===== src/rtl/pong_match_ctrl.sv =====
// pong_match_ctrl: match sequencer for pong (serve -> play -> point -> over).
// Ports:
//   clk, rst (async, active-high)
//   start, frame_tick, miss_l, miss_r  : single-cycle event inputs
//   ball_rst, ball_en, serve_dir        : ball gating / reseed control
//   score_l_inc, score_r_inc, score_clr : one-cycle pulses to score displays
//   score_l, score_r                    : 4-bit score copies
//   game_over, winner                   : match result (winner 0=left, 1=right)
// All outputs are registered; each is computed from the next state/scores.
module pong_match_ctrl #(
  parameter int unsigned WIN_SCORE    = 10,
  parameter int unsigned SERVE_FRAMES = 60
) (
  input  logic       clk,
  input  logic       rst,
  input  logic       start,
  input  logic       frame_tick,
  input  logic       miss_l,
  input  logic       miss_r,
  output logic       ball_rst,
  output logic       ball_en,
  output logic       serve_dir,
  output logic       score_l_inc,
  output logic       score_r_inc,
  output logic       score_clr,
  output logic [3:0] score_l,
  output logic [3:0] score_r,
  output logic       game_over,
  output logic       winner
);

  localparam int unsigned SCORE_W = 4;
  localparam int unsigned CNT_W   = 8;

  typedef enum logic [2:0] {
    ST_IDLE  = 3'd0,
    ST_SERVE = 3'd1,
    ST_PLAY  = 3'd2,
    ST_POINT = 3'd3,
    ST_OVER  = 3'd4
  } state_t;

  state_t               state_q, state_d;
  logic [CNT_W-1:0]     cnt_q, cnt_d;
  logic [SCORE_W-1:0]   score_l_q, score_l_d, score_r_q, score_r_d;
  logic                 serve_dir_q, serve_dir_d;
  logic                 winner_q, winner_d;
  logic                 game_over_q, game_over_d;
  logic                 ball_rst_q, ball_rst_d;
  logic                 ball_en_q, ball_en_d;
  logic                 score_l_inc_q, score_l_inc_d;
  logic                 score_r_inc_q, score_r_inc_d;
  logic                 score_clr_q, score_clr_d;

  // State and output registers.
  always_ff @(posedge clk or posedge rst) begin
    if (rst) begin
      state_q       <= ST_IDLE;
      cnt_q         <= '0;
      score_l_q     <= '0;
      score_r_q     <= '0;
      serve_dir_q   <= 1'b0;
      winner_q      <= 1'b0;
      game_over_q   <= 1'b0;
      ball_rst_q    <= 1'b1;
      ball_en_q     <= 1'b0;
      score_l_inc_q <= 1'b0;
      score_r_inc_q <= 1'b0;
      score_clr_q   <= 1'b0;
    end else begin
      state_q       <= state_d;
      cnt_q         <= cnt_d;
      score_l_q     <= score_l_d;
      score_r_q     <= score_r_d;
      serve_dir_q   <= serve_dir_d;
      winner_q      <= winner_d;
      game_over_q   <= game_over_d;
      ball_rst_q    <= ball_rst_d;
      ball_en_q     <= ball_en_d;
      score_l_inc_q <= score_l_inc_d;
      score_r_inc_q <= score_r_inc_d;
      score_clr_q   <= score_clr_d;
    end
  end

  // Next-state, score and output logic.
  always_comb begin
    state_d       = state_q;
    cnt_d         = cnt_q;
    score_l_d     = score_l_q;
    score_r_d     = score_r_q;
    serve_dir_d   = serve_dir_q;
    winner_d      = winner_q;
    game_over_d   = game_over_q;
    score_l_inc_d = 1'b0;
    score_r_inc_d = 1'b0;
    score_clr_d   = 1'b0;

    case (state_q)
      ST_IDLE: begin
        if (start) begin
          state_d = ST_SERVE;
          cnt_d   = '0;
        end
      end
      ST_SERVE: begin
        if (frame_tick) begin
          if (cnt_q == CNT_W'(SERVE_FRAMES - 1)) begin
            state_d = ST_PLAY;
          end else begin
            cnt_d = cnt_q + CNT_W'(1);
          end
        end
      end
      ST_PLAY: begin
        // miss_l wins a simultaneous miss; miss_r is dropped.
        if (miss_l) begin
          state_d       = ST_POINT;
          score_r_d     = score_r_q + SCORE_W'(1);
          score_r_inc_d = 1'b1;
          serve_dir_d   = 1'b0;
        end else if (miss_r) begin
          state_d       = ST_POINT;
          score_l_d     = score_l_q + SCORE_W'(1);
          score_l_inc_d = 1'b1;
          serve_dir_d   = 1'b1;
        end
      end
      ST_POINT: begin
        // serve_dir names the conceding side, so the scorer is its inverse.
        if (( serve_dir_q && score_l_q == SCORE_W'(WIN_SCORE)) ||
            (!serve_dir_q && score_r_q == SCORE_W'(WIN_SCORE))) begin
          state_d     = ST_OVER;
          winner_d    = ~serve_dir_q;
          game_over_d = 1'b1;
        end else begin
          state_d = ST_SERVE;
          cnt_d   = '0;
        end
      end
      ST_OVER: begin
        if (start) begin
          state_d     = ST_SERVE;
          cnt_d       = '0;
          score_l_d   = '0;
          score_r_d   = '0;
          game_over_d = 1'b0;
          score_clr_d = 1'b1;
        end
      end
      default: begin
        state_d = ST_IDLE;
      end
    endcase

    ball_en_d  = (state_d == ST_PLAY);
    ball_rst_d = ~ball_en_d;
  end

  assign ball_rst    = ball_rst_q;
  assign ball_en     = ball_en_q;
  assign serve_dir   = serve_dir_q;
  assign score_l_inc = score_l_inc_q;
  assign score_r_inc = score_r_inc_q;
  assign score_clr   = score_clr_q;
  assign score_l     = score_l_q;
  assign score_r     = score_r_q;
  assign game_over   = game_over_q;
  assign winner      = winner_q;

endmodule


===== config.mk =====
export PLATFORM = sky130hd
export DESIGN_NAME = pong_match_ctrl
export DESIGN_NICKNAME = d
export VERILOG_FILES = /design/src/rtl/pong_match_ctrl.sv
export SDC_FILE = /design/constraint.sdc
export NUM_CORES = 1
export LEC_CHECK = 0
export ABC_CLOCK_PERIOD_IN_PS = 2600
export CAP_MARGIN = 15
export CORE_MARGIN = 2
export CORE_UTILIZATION = 55
export CTS_CLUSTER_SIZE = 8
export DETAILED_ROUTE_END_ITERATION = 8
export PLACE_DENSITY = 0.85
export SETUP_SLACK_MARGIN = 0.2
export SLEW_MARGIN = 25
export SYNTH_ARGS = -nofsm -noshare
export SYNTH_HDL_FRONTEND = slang
export SYNTH_SLANG_ARGS = --single-unit

===== constraint.sdc =====
create_clock -name clk -period 2.6 [get_ports clk]
set_input_delay 0.26 -clock clk [delete_from_list [all_inputs] [get_ports clk]]
set_output_delay 0.26 -clock clk [all_outputs]
set_load 0.005 [all_outputs]

==> flow_metrics.py <==
metrics = {
    "status": {
        "status": "completed",
    },
    "logic_synthesis": {
        "ys_ff_latch": 27,
        "syn_inst": 139,
        "synth.area.top_cells": "dfrtp_1 48%, ha_1 4.7%, nand2_1 4.2%",
        "ys_warn_count": 0,
        "async_reset_ff_frac": 1.00,
        "syn_area_per_cell_um2": 9.68,
        "yosysMostFrequentCell": "dfrtp_1",
        "synthTopCellsByCount": "26 x dfrtp_1, 15 x nand2_1, 12 x inv_1",
        "yosys.area.top_type": "dfrtp_1",
        "netlist_area_um2": 1350,
        "syn_nets": 150,
        "ys_types": 36,
        "ys_seq_area_frac": 0.503,
        "synth-edff-count": 0,
        "yosys_most_used_dff": "dfrtp_1",
        "yosysTopAreaCellShare": 0.484,
    },
    "min_path": {
        "min_path_type": "primary input to async pin",
    },
    "final_layout": {
        "drive_above_1_share": 0.0559,
        "fin_nets": 173,
        "n_fill_cell": 176,
        "final_area_um2": 1610,
        "diodes": 0,
        "area_delta_synth_final_pct": 19.4,
    },
    "sta": {
        "hold_viol_final": 0,
        "period_needed_ns": 1.90,
        "fin_tns_setup_ns": 0,
        "final-max-slew-violation-count": 0,
        "clock_skew_ns": 0.00433,
        "setup_viol": 0,
        "rsz0062_at_grt": "no",
        "setup_slack_ns": 0.696,
        "fmaxAchievable_mhz": 525,
        "finalCritPeriodShare": 0.732,
        "slew_headroom": 0.767,
        "tightestPinTransition_ns": 0.347,
    },
    "power_and_ir_drop": {
        "powerDensity_nw_per_um2": 531,
        "p_leak_nw": 0.737,
        "peakVddDrop_v": 0.000507,
    },
    "critical_path": {
        "crit_path_start": "cnt_q[1]",
        "crit_fanout": 8,
        "endpoint_kind": "flip-flop",
        "worst_ep_arrival_time_ns": 2.16,
        "r2r_cells": 5,
        "critPathKind": "flip-flop to flip-flop",
        "r2r_setup_slack_ns": 0.70,
        "worstReg2RegEnd": "cnt_q[7]",
        "endpoint": "cnt_q[7]",
        "cp_cell_sequence": "ha_1 -> nand4_1 -> o41a_1 -> a221o_1 -> a31oi_1",
        "cp_slowest_cell": "a221o_1",
        "critical_path.max_stage_delay_ns": 0.43,
        "startpoint_type": "flip-flop",
        "required_ns": 2.86,
        "crit-reg2reg-launch": "cnt_q[1]",
    },
    "route": {
        "ant_nets": 0,
        "vias_per_cell": 5.94,
        "wl_per_cell_um": 14.6,
        "drtIter0Drc": 20,
        "drtPass1Iterations": 4,
        "route.detailed.drc": 0,
        "wirelength_um": 2770,
        "vias": 1123,
    },
    "placement": {
        "port_buffers": 21,
        "dp_slack_ns": 0.659,
        "dpl_cell_area_um2": 1580,
        "gp_congestion": 0.813,
        "post-dp-hpwl_um": 2030,
    },
    "clock_network": {
        "cts.htree.levels": 1,
        "cts_resized": 0,
        "clock-sinks": 27,
        "path_clk_slew_ns": 0.15,
        "clockBufferDepth": 2,
        "hold_buffers": 0,
        "clk_latency_ns": 0.33,
        "cts_root_buf": "clkbuf_4",
        "numCtsBuffers": 3,
        "cts_tree": "yes",
        "post-cts-setup-buffers": 0,
    },
    "global_routing": {
        "grt_max_degree": 28,
        "grt_overflow": 0,
        "grt_pass1_wl_um": 4460,
        "antenna_found_initial": 0,
        "track_usage": 0.221,
        "grt_pass1_vias": 1047,
    },
    "die": {
        "die_y_um": 53.5,
        "die-area_um2": 2860,
        "die-width_um": 53.5,
        "core_um2": 2250,
        "rows": 17,
        "start_util": 0.597,
        "pin_count": 22,
    },
    "flow_run": {
        "max_cap_viol_count": 0,
    },
}
==> critical path, delay by kind of cell, from the launching register on <==
| kind | cells | cell delay, ns |
|---|---|---|
| fa+ha+maj | 1 | 0.22 |
| simple gates | 1 | 0.13 |
| flops | 1 | 0.40 |
| compound gates | 3 | 1.08 |
==> per-layer routing <==
layer / vias up / global-route usage / part of all wire
li1: 539 / - / -
met1: 526 / 0.280 / 0.44
met2: 49 / 0.354 / 0.48
met3: 9 / 0.0452 / 0.064
met4: 0 / 0.111 / 0.022
met5: - / 0 / 0
==> kinds of logic (layout without fill, tap and decap cells) <==
group                      Yosys count  count (layout)  share of synthesized area
AOI/OAI and AO/OA                   33              33                      0.154
xor gates and xnor gates             4               4                     0.0261
adders and majority gates            5               5                     0.0465
buffers and inverters               17              39                     0.0530
DFF                                 27              27                      0.503
muxes                                1               1                    0.00744
and+or+nand+nor                     52              52                      0.209
==> per-stage QoR <==
step,hold WS [ns],utilization,power (W),cells
floorplan,0.312,-,0.000631,139
global placement,0.501,0.700,0.000663,185
detailed placement,0.535,0.700,0.000675,185
CTS,0.287,0.713,0.000853,189
global route,0.296,0.713,0.000892,189
finish,0.260,0.713,0.000852,189
==> final cells by class <==
type	count	area (µm²)	area share
clock buffers	3	22.5	0.0140
clock inverters	1	5.00	0.00312
inverters	12	45.0	0.0280
multi-input cells	95	597	0.371
flip-flops and latches	27	677	0.421
well taps	28	35.0	0.0218
repair buffers	23	225	0.140
==> power breakdown <==
part | total (W) | internal (W) | switching (W)
registers | 0.000528 | 0.000465 | 0.0000630
logic | 0.000141 | 0.0000666 | 0.0000743
clock network | 0.000184 | 0.0000578 | 0.000126
==> worst min-delay path by stage <==
stage | startpoint | end
global route | rst | winner
global placement | winner | winner
detailed placement | cnt_q[7] | cnt_q[7]
CTS | rst | score_clr
finish | rst | score_clr
floorplan | rst | ball_en
==> state kept, by name, summed over array words and instances (netlist names) <==
signal and cells:
state_q 3, ball_rst 1, score_r_inc 1, score_l 4
score_l_inc 1, score_clr 1, cnt_q 8, serve_dir 1
ball_en 1, game_over 1, score_r 4, winner 1
==> placed cells by master (no fill, tap or decap) <==
cell and instances:
xnor2_1 2, dfstp_2 1, nand3_1 5, nor2_1 11, clkdlybuf4s50_1 21, o22ai_1 2, a31oi_1 6, a21oi_1 8
nand2b_1 1, o41a_1 1, a221o_1 1, nor2b_1 1, inv_1 12, dfrtp_1 26, buf_4 2, nor4bb_1 2
nand4b_1 2, o21ai_0 7, a211oi_1 2, nor3_1 1, o21ai_1 1, a41oi_1 2, nand4_1 2, o2111ai_1 1
mux2i_1 1, xor2_1 2, clkinv_2 1, nand2_1 15, and3b_1 1, ha_1 5, and3_1 3, or2_2 1
nand3b_1 2, nand4bb_1 1, and4bb_2 1, clkbuf_4 3, or3_1 3, a21o_1 2
Power figures use the tool's default switching activity.
